### config.mk
export PLATFORM = sky130hd
export DESIGN_NAME = fft_peak_detector
export DESIGN_NICKNAME = d
export VERILOG_FILES = /design/src/rtl/fft_pkg.sv /design/src/rtl/fft_mag_sq.sv /design/src/rtl/fft_peak_detector.sv
export SDC_FILE = /design/constraint.sdc
export NUM_CORES = 2
export LEC_CHECK = 0
export CAP_MARGIN = 20
export CELL_PAD_IN_SITES_DETAIL_PLACEMENT = 0
export CELL_PAD_IN_SITES_GLOBAL_PLACEMENT = 1
export CORE_UTILIZATION = 50
export CTS_CLUSTER_SIZE = 28
export DETAILED_ROUTE_END_ITERATION = 10
export PLACE_DENSITY_LB_ADDON = 0.1
export SLEW_MARGIN = 25
export SYNTH_ARGS = -nofsm -noshare
export SYNTH_HDL_FRONTEND = slang
export SYNTH_SLANG_ARGS = --single-unit
### constraint.sdc
create_clock -name clk_i -period 9.62 [get_ports clk_i]
set_clock_uncertainty 0.1 [all_clocks]
set_input_delay 2.405 -clock clk_i [delete_from_list [all_inputs] [get_ports clk_i]]
set_output_delay 2.405 -clock clk_i [all_outputs]
set_load 0.03 [all_outputs]
### src/rtl/fft_pkg.sv
// fft_pkg: shared constants and types for the fft_256 post-processing blocks.
package fft_pkg;

    localparam int DATA_WIDTH = 18;
    localparam int FFT_SIZE   = 256;
    localparam int BIN_W      = $clog2(FFT_SIZE);
    localparam int MAG_W      = 2 * DATA_WIDTH;

    typedef struct packed {
        logic signed [DATA_WIDTH-1:0] re;
        logic signed [DATA_WIDTH-1:0] im;
    } cplx_t;

    typedef logic [MAG_W-1:0] mag_t;
    typedef logic [BIN_W-1:0] bin_t;

    // IDLE: bin counter at 0 and pipeline empty; FRAME: otherwise.
    typedef enum logic {
        ST_IDLE  = 1'b0,
        ST_FRAME = 1'b1
    } fft_state_e;

endpackage

### src/rtl/fft_mag_sq.sv
// fft_mag_sq: two-stage re^2 + im^2 pipeline with a shared advance enable and a
// tag carried alongside each sample. Stage-1 results are also exposed for look-ahead.
module fft_mag_sq #(
    parameter int DATA_WIDTH = fft_pkg::DATA_WIDTH,
    parameter int TAG_W      = fft_pkg::BIN_W
) (
    input  logic                         clk_i,
    input  logic                         rst_i,
    input  logic                         en_i,
    input  logic                         valid_i,
    input  logic signed [DATA_WIDTH-1:0] re_i,
    input  logic signed [DATA_WIDTH-1:0] im_i,
    input  logic [TAG_W-1:0]             tag_i,
    output logic                         s1_valid_o,
    output logic [2*DATA_WIDTH-1:0]      s1_mag_o,
    output logic [TAG_W-1:0]             s1_tag_o,
    output logic                         valid_o,
    output logic [2*DATA_WIDTH-1:0]      mag_o,
    output logic [TAG_W-1:0]             tag_o
);
    import fft_pkg::*;

    localparam int PW   = 2 * DATA_WIDTH;
    localparam int SQ_W = 2 * DATA_WIDTH - 1;

    logic [PW-1:0]   re_ext;
    logic [PW-1:0]   im_ext;
    logic [SQ_W-1:0] re_sq_d;
    logic [SQ_W-1:0] im_sq_d;
    logic [SQ_W-1:0] re_sq_q;
    logic [SQ_W-1:0] im_sq_q;

    // A square never exceeds 2^(2*DATA_WIDTH-2), so the low SQ_W bits of the
    // modular product of the sign-extended operands are exact.
    assign re_ext  = {{DATA_WIDTH{re_i[DATA_WIDTH-1]}}, re_i};
    assign im_ext  = {{DATA_WIDTH{im_i[DATA_WIDTH-1]}}, im_i};
    assign re_sq_d = SQ_W'(re_ext * re_ext);
    assign im_sq_d = SQ_W'(im_ext * im_ext);

    assign s1_mag_o = {1'b0, re_sq_q} + {1'b0, im_sq_q};

    always_ff @(posedge clk_i or posedge rst_i) begin
        if (rst_i) begin
            s1_valid_o <= 1'b0;
            re_sq_q    <= '0;
            im_sq_q    <= '0;
            s1_tag_o   <= '0;
            valid_o    <= 1'b0;
            mag_o      <= '0;
            tag_o      <= '0;
        end else if (en_i) begin
            s1_valid_o <= valid_i;
            if (valid_i) begin
                re_sq_q  <= re_sq_d;
                im_sq_q  <= im_sq_d;
                s1_tag_o <= tag_i;
            end
            valid_o <= s1_valid_o;
            if (s1_valid_o) begin
                mag_o <= s1_mag_o;
                tag_o <= s1_tag_o;
            end
        end
    end

endmodule

### src/rtl/fft_peak_detector.sv
// fft_peak_detector: per-bin magnitude-squared stream plus per-frame peak bin search.
// Build option: define PEAK_SKIP_DC_EN to exclude bin 0 from the peak search.
module fft_peak_detector #(
    parameter int DATA_WIDTH   = fft_pkg::DATA_WIDTH,
    parameter int FFT_SIZE     = fft_pkg::FFT_SIZE,
    parameter int BIN_W        = $clog2(FFT_SIZE),
    parameter int MAG_W        = 2 * DATA_WIDTH,
    parameter int SEARCH_LIMIT = FFT_SIZE
) (
    input  logic                         clk_i,
    input  logic                         rst_i,
    input  logic signed [DATA_WIDTH-1:0] data_real_i,
    input  logic signed [DATA_WIDTH-1:0] data_imag_i,
    input  logic                         valid_i,
    output logic                         ready_o,
    output logic [MAG_W-1:0]             mag_o,
    output logic [BIN_W-1:0]             mag_bin_o,
    output logic                         mag_valid_o,
    input  logic                         mag_ready_i,
    output logic [BIN_W-1:0]             peak_bin_o,
    output logic [MAG_W-1:0]             peak_mag_o,
    output logic                         peak_valid_o,
    output logic                         frame_active_o,
    output fft_pkg::fft_state_e          dbg_state_o
);
    import fft_pkg::*;

    // Handshakes: a word moves when valid and ready are both high at a clock
    // edge; valid and its data stay stable until taken, ready never waits on valid.
    fft_state_e       state_q;
    fft_state_e       state_d;
    logic             adv;
    logic             xfer;
    logic             enter;
    logic             eligible;
    logic             last_bin;
    logic             s1_valid;
    logic             s1_valid_d;
    logic             s2_valid_d;
    logic [BIN_W-1:0] s1_bin;
    logic [MAG_W-1:0] s1_mag;
    logic [BIN_W-1:0] bin_cnt_q;
    logic [BIN_W-1:0] bin_cnt_d;
    logic [MAG_W-1:0] run_mag_q;
    logic [MAG_W-1:0] run_mag_d;
    logic [BIN_W-1:0] run_bin_q;
    logic [BIN_W-1:0] run_bin_d;

    assign adv     = !mag_valid_o || mag_ready_i;
    assign ready_o = adv && !rst_i;
    assign xfer    = valid_i && ready_o;
    assign enter   = adv && s1_valid;

    fft_mag_sq #(
        .DATA_WIDTH(DATA_WIDTH),
        .TAG_W     (BIN_W)
    ) u_mag_sq (
        .clk_i     (clk_i),
        .rst_i     (rst_i),
        .en_i      (adv),
        .valid_i   (xfer),
        .re_i      (data_real_i),
        .im_i      (data_imag_i),
        .tag_i     (bin_cnt_q),
        .s1_valid_o(s1_valid),
        .s1_mag_o  (s1_mag),
        .s1_tag_o  (s1_bin),
        .valid_o   (mag_valid_o),
        .mag_o     (mag_o),
        .tag_o     (mag_bin_o)
    );

    assign bin_cnt_d = xfer ? bin_cnt_q + 1'b1 : bin_cnt_q;
    assign last_bin  = (s1_bin == BIN_W'(FFT_SIZE - 1));

    // Running maximum as it will stand once the stage-1 bin moves to stage 2.
    always_comb begin
        eligible  = (32'(s1_bin) < SEARCH_LIMIT);
`ifdef PEAK_SKIP_DC_EN
        if (s1_bin == '0) begin
            eligible = 1'b0;
        end
`endif
        run_mag_d = run_mag_q;
        run_bin_d = run_bin_q;
        if (s1_bin == '0) begin
            run_mag_d = eligible ? s1_mag : '0;
            run_bin_d = '0;
        end else if (eligible && (s1_mag > run_mag_q)) begin
            run_mag_d = s1_mag;
            run_bin_d = s1_bin;
        end
    end

    always_ff @(posedge clk_i or posedge rst_i) begin
        if (rst_i) begin
            bin_cnt_q    <= '0;
            run_mag_q    <= '0;
            run_bin_q    <= '0;
            peak_bin_o   <= '0;
            peak_mag_o   <= '0;
            peak_valid_o <= 1'b0;
        end else begin
            bin_cnt_q    <= bin_cnt_d;
            peak_valid_o <= 1'b0;
            if (enter) begin
                run_mag_q <= run_mag_d;
                run_bin_q <= run_bin_d;
                if (last_bin) begin
                    peak_bin_o   <= run_bin_d;
                    peak_mag_o   <= run_mag_d;
                    peak_valid_o <= 1'b1;
                end
            end
        end
    end

    assign s1_valid_d = adv ? xfer : s1_valid;
    assign s2_valid_d = adv ? s1_valid : mag_valid_o;

    always_ff @(posedge clk_i or posedge rst_i) begin
        if (rst_i) begin
            state_q <= ST_IDLE;
        end else begin
            state_q <= state_d;
        end
    end

    always_comb begin
        state_d = ST_IDLE;
        if ((bin_cnt_d != '0) || s1_valid_d || s2_valid_d) begin
            state_d = ST_FRAME;
        end
    end

    assign frame_active_o = (state_q == ST_FRAME);
    assign dbg_state_o    = state_q;

endmodule

## After elaboration in Yosys (flattened, before gate mapping)

Index checks and enable logic that the tools add are counted.

- Flip-flop bits (word level): 222
- Output and inout bits: 93
- Bits of input ports: 40
- Logic and storage cells: 43

- Multipliers: 2
- $add $sub $neg: 2
- Eq/ne operators: 1
- Multiplexer cells: 10
- Reductions and logical operators: 13
- Order comparisons: 1

Operators with widths:

| operator | number |
|---|---|
| 2-to-1 mux 36 bit | 2 |
| multiplier 18 x 18 -> 35 bit | 2 |
| adder 35 x 35 -> 36 bit | 1 |
| > comparator 36 bit | 1 |
| 2-to-1 mux 8 bit | 3 |
| adder 8 x 1 -> 8 bit, second input constant | 1 |
| equality test 8 bit, second input constant | 1 |
| zero test 8 bit | 1 |
| nonzero test 8 bit | 1 |
| AND reduction 2 bit | 3 |
| 2-to-1 mux 1 bit | 5 |
| logical AND 1 bit | 3 |
| logical OR 1 bit | 3 |
| zero test 1 bit | 2 |

## Logic depth before layout (Yosys ltp)

- Word-level depth: 9
- Depth in mapped cells: 28
- Depth with buffers taken out: 25

## By module

From an unflattened synthesis, not the netlist that was laid out.

- Cells, all modules: 3,536
- Area total of the unflattened synthesis: 32,864.0 µm²

By module, submodules not included:

| module | area each (µm²) | instances | sequential area each (µm²) | cells each |
|---|---|---|---|---|
| fft_mag_sq | 27,706.6 | 1 | 3,052.9 | 3,024 |
| fft_peak_detector | 5,157.4 | 1 | 2,452.4 | 512 |

## Worst setup path after synthesis

Ideal clock, no wire load.

- Path kind: in2reg
- From: input port rst_i
- To: register state_q (netlist: dbg_state_o)
- Data arrival time: 8.897 ns
- Required time: 9.382 ns
- Buffers on the path: 1
- Cell stages on the path: 8
- Setup time: 0.138 ns
- Setup slack: 0.485 ns
- Cell sequence: inv_1 and3_1 clkbuf_1 and4_1 and3_1 nand3_1 xnor2_1 or4_1

- Word-level cells in the longest chain between the ends: 8
- Elaborated cells on any way between the ends: 9
- Those cells by class: mux (3); reduce/logical (6)

RTL lines:

| element | line | RTL |
|---|---|---|
| start: declaration | fft_peak_detector.sv:11 | `input logic rst_i,` |
| zero test 1 bit (no line) | -- |  |
| logical AND 1 bit | fft_peak_detector.sv:50 | `assign ready_o = adv && !rst_i;` |
| logical AND 1 bit | fft_peak_detector.sv:51 | `assign xfer = valid_i && ready_o;` |
| 2-to-1 mux 8 bit | fft_peak_detector.sv:73 | `assign bin_cnt_d = xfer ? bin_cnt_q + 1'b1 : bin_cnt_q;` |
| net bin_cnt_d[7] | fft_peak_detector.sv:43 | `logic [BIN_W-1:0] bin_cnt_d;` |
| nonzero test 8 bit | fft_peak_detector.sv:131 | `if ((bin_cnt_d != '0) \|\| s1_valid_d \|\| s2_valid_d) begin` |
| logical OR 1 bit (2 in series) | fft_peak_detector.sv:131 |  |
| 2-to-1 mux 1 bit | fft_peak_detector.sv:131 |  |
| net state_d | fft_peak_detector.sv:31 | `fft_state_e state_d;` |
| end signal: assignment | fft_peak_detector.sv:125 | `state_q <= state_d;` |
| end: declaration | fft_peak_detector.sv:30 | `fft_state_e state_q;` |

The timed path passes the listed nets, and every way through them passes these cells.
A chain may end at the register's enable or synchronous reset.

## Final worst setup path

- From: input port data_real_i[4]
- To: register u_mag_sq.re_sq_q[34]

- Word-level cells in the longest chain between the ends: 1

RTL lines:

| element | line | RTL |
|---|---|---|
| start: declaration | fft_peak_detector.sv:12 | `input logic signed [DATA_WIDTH-1:0] data_real_i,` |
| multiplier 18 x 18 -> 35 bit | fft_mag_sq.sv:37 | `assign re_sq_d = SQ_W'(re_ext * re_ext);` |
| end signal: assignment | fft_mag_sq.sv:54 | `re_sq_q <= re_sq_d;` |
| end: declaration | fft_mag_sq.sv:30 | `logic [SQ_W-1:0] re_sq_q;` |

Every way passes these cells.

==> impl_metrics.yaml <==
timing:
  clock.fmax_mhz: 111.1
  relSlewSlack_pct: 44.46
  setup_viol: 0
  period_needed_ps: 9004
  setup-tns-final_ps: 0
  finalHoldViolations: 0
  min_period_over_period_pct: 93.59
  rsz0062_at_grt: "no"
  worst_slew_pin_slew_ps: 833.1
  slew_viol_final: 0
global_routing:
  grt_pass1_wl_mm: 129.7
  grtUsageTotal_pct: 24.40
  grt_pass1_vias: 25319
  gr-total-overflow: 0
  antenna_found_initial: 0
  grt_max_degree: 102
floorplan:
  std_cell_rows: 92
  die_h_um: 256.2
  core_region_area_sq_um: 63430
  io_pins: 133
  initial_core_util_pct: 50.95
  die_w_um: 256.2
  die-area_sq_um: 65650
setup_path:
  cp_slowest_cell: "clkdlybuf4s50_1"
  cpPeakStageDelay_ps: 820
  crit_required_ps: 9900
  setup.worst_path.end_class: "register"
  startpoint_type: "input port"
  cp_common_cell: "fa_1"
  startpoint: "data_real_i[4]"
  crit_fanout: 9
  rr_startpoint: "u_mag_sq.im_sq_q[13]"
  cp.arrival_ps: 9280
  critical_path_class: "input port to register"
yosys:
  yosysMostFrequentCell: "inv_1"
  synth.net_count: 4480
  synth_ff_type: "dfrtp_1"
  synth_area_leaders: "fa_1 36%, dfrtp_1 17%, ha_1 11%"
  synth_warnings: 0
  synthArstFlopShare_pct: 100.0
  yosysTopAreaCell: "fa_1"
  yosysUniqueCellTypes: 64
  synth_top_area_share_pct: 35.68
  synth_edf_count: 0
  synthCells: 3588
  syn_avg_cell_area_sq_um: 9.007
  ys_seq_area_share_pct: 17.04
  netlist_area_sq_um: 32320
  synthTopCellsByCount: "884 x inv_1, 576 x fa_1, 557 x nand2_1"
  ys_ff_latch: 220
finish:
  n_fill_cell: 5822
  final_net_count: 4584
  ff_latch_area_sq_um: 5505
  drive_above_1_share_pct: 3.880
  multi_input_area_sq_um: 23000
  n_antenna_cell: 0
  fin_area_sq_um: 35680
  area_delta_synth_final_pct: 10.40
route:
  routed_wl_mm: 76.75
  drtIter0Drc: 1442
  drc: 0
  drt-pass1-iter-count: 5
  vias: 23408
  ant_nets: 0
  vias_per_cell: 5.137
  detail_route.wl_per_cell_um: 16.84
clock_network:
  insertion_delay_ps: 530
  cts_tree: "yes"
  cts_made_buffers: 25
  root_buffer: "clkbuf_16"
  postCtsResizedCells: 0
  clock-sinks: 220
  clk_pin_slew_worst_paths_ps: 60
  cts_setup_buffers: 0
  h-tree-depth: 1
  hold_buffers: 0
  clock_path_buffers: 3
status:
  status: "finished clean"
place:
  postPlaceCellArea_sq_um: 34730
  gp_congestion: 0.9347
  port_buffers: 132
  hpwl_mm: 65.13
worst_hold_path:
  min-delay-start: "u_mag_sq.mag_o[4]"
  holdCritPathClass: "register to register"
run:
  cap_violations: 0
-- worst paths after layout --
check | endpoint | slack, ps | depth (start not counted)
max | u_mag_sq.re_sq_q[34] | 620 | 25
min | u_mag_sq.mag_o[4] | 370 | 2
min reg2reg | u_mag_sq.mag_o[4] | 370 | 2
max reg2reg | run_bin_q[7] | 3190 | 19
min in group asynchronous | bin_cnt_q[2] | 2320 | 2
max in group asynchronous | u_mag_sq.re_sq_q[27] | 5720 | 3
-- registers in the layout (all words and copies together), names as in the netlist --
register	cells
run_mag_q	36
u_mag_sq.s1_valid_o	1
dbg_state_o	1
run_bin_q	8
u_mag_sq.valid_o	1
u_mag_sq.mag_o	36
u_mag_sq.s1_tag_o	8
u_mag_sq.re_sq_q	34
peak_mag_o	36
peak_bin_o	8
bin_cnt_q	8
u_mag_sq.tag_o	8
peak_valid_o	1
u_mag_sq.im_sq_q	34
-- placed cells by master, fill, tap and decap left out, types with 82 or more instances in the layout --
cell,count
inv_1,883
fa_1,576
nand2_1,555
ha_1,276
dfrtp_1,220
o21ai_0,170
clkdlybuf4s50_1,132
a21oi_1,127
nor2_1,125
xnor2_1,84
and2_1,82
-- through the flow --
| step | hold WS, ps | cells | setup slack [ps] | utilization, % |
|---|---|---|---|---|
| detailed placement | 363.1 | 4511 | 236.6 | 54.76 |
| global placement | 358.0 | 4511 | 258.9 | 54.76 |
| floorplan | 342.8 | 3588 | 484.9 | - |
| global route | 391.5 | 4557 | 375.7 | 56.25 |
| CTS | 377.1 | 4557 | 752.6 | 56.25 |
| finish | 368.8 | 4557 | 616.2 | 56.25 |
-- layout make-up --
class                      count  share of cell area (%)
clock buffer                  31                   1.985
multi-input combinational   2360                   64.48
sequential                   220                   15.43
inverter                     884                   9.322
timing repair buffer         201                   5.156
tap                          846                   2.967
clock inverter                15                  0.6629
-- kinds of logic (layout without fill, tap and decap cells) --
family,after synthesis,after routing,share of synthesized area (%)
DFF,220,220,17.04
buffers and inverters,1008,1131,11.82
adders and majority gates,852,852,46.37
and+or+nand+nor,898,898,12.03
xor gates and xnor gates,129,129,3.496
AOI/OAI and AO/OA,462,462,8.611
muxes,19,19,0.6388
-- critical path: cells and delay by family --
| kind | cells | cell delay (ps) |
|---|---|---|
| xor+xnor | 1 | 160 |
| buf+inv | 7 | 1530 |
| simple gates | 3 | 320 |
| fa+ha+maj | 7 | 3320 |
| compound gates | 7 | 1540 |
-- per-layer routing --
| layer | track usage [%] | vias up | wire (um) |
|---|---|---|---|
| li1 | - | 11071 | - |
| met5 | 0 | - | 0 |
| met4 | 4.824 | 0 | 1508 |
| met3 | 2.323 | 95 | 3486 |
| met2 | 41.26 | 507 | 36780 |
| met1 | 34.30 | 11735 | 34980 |
Power is not shown: default switching activity piles up to over one toggle a cycle in this logic, so the estimate is an artifact.
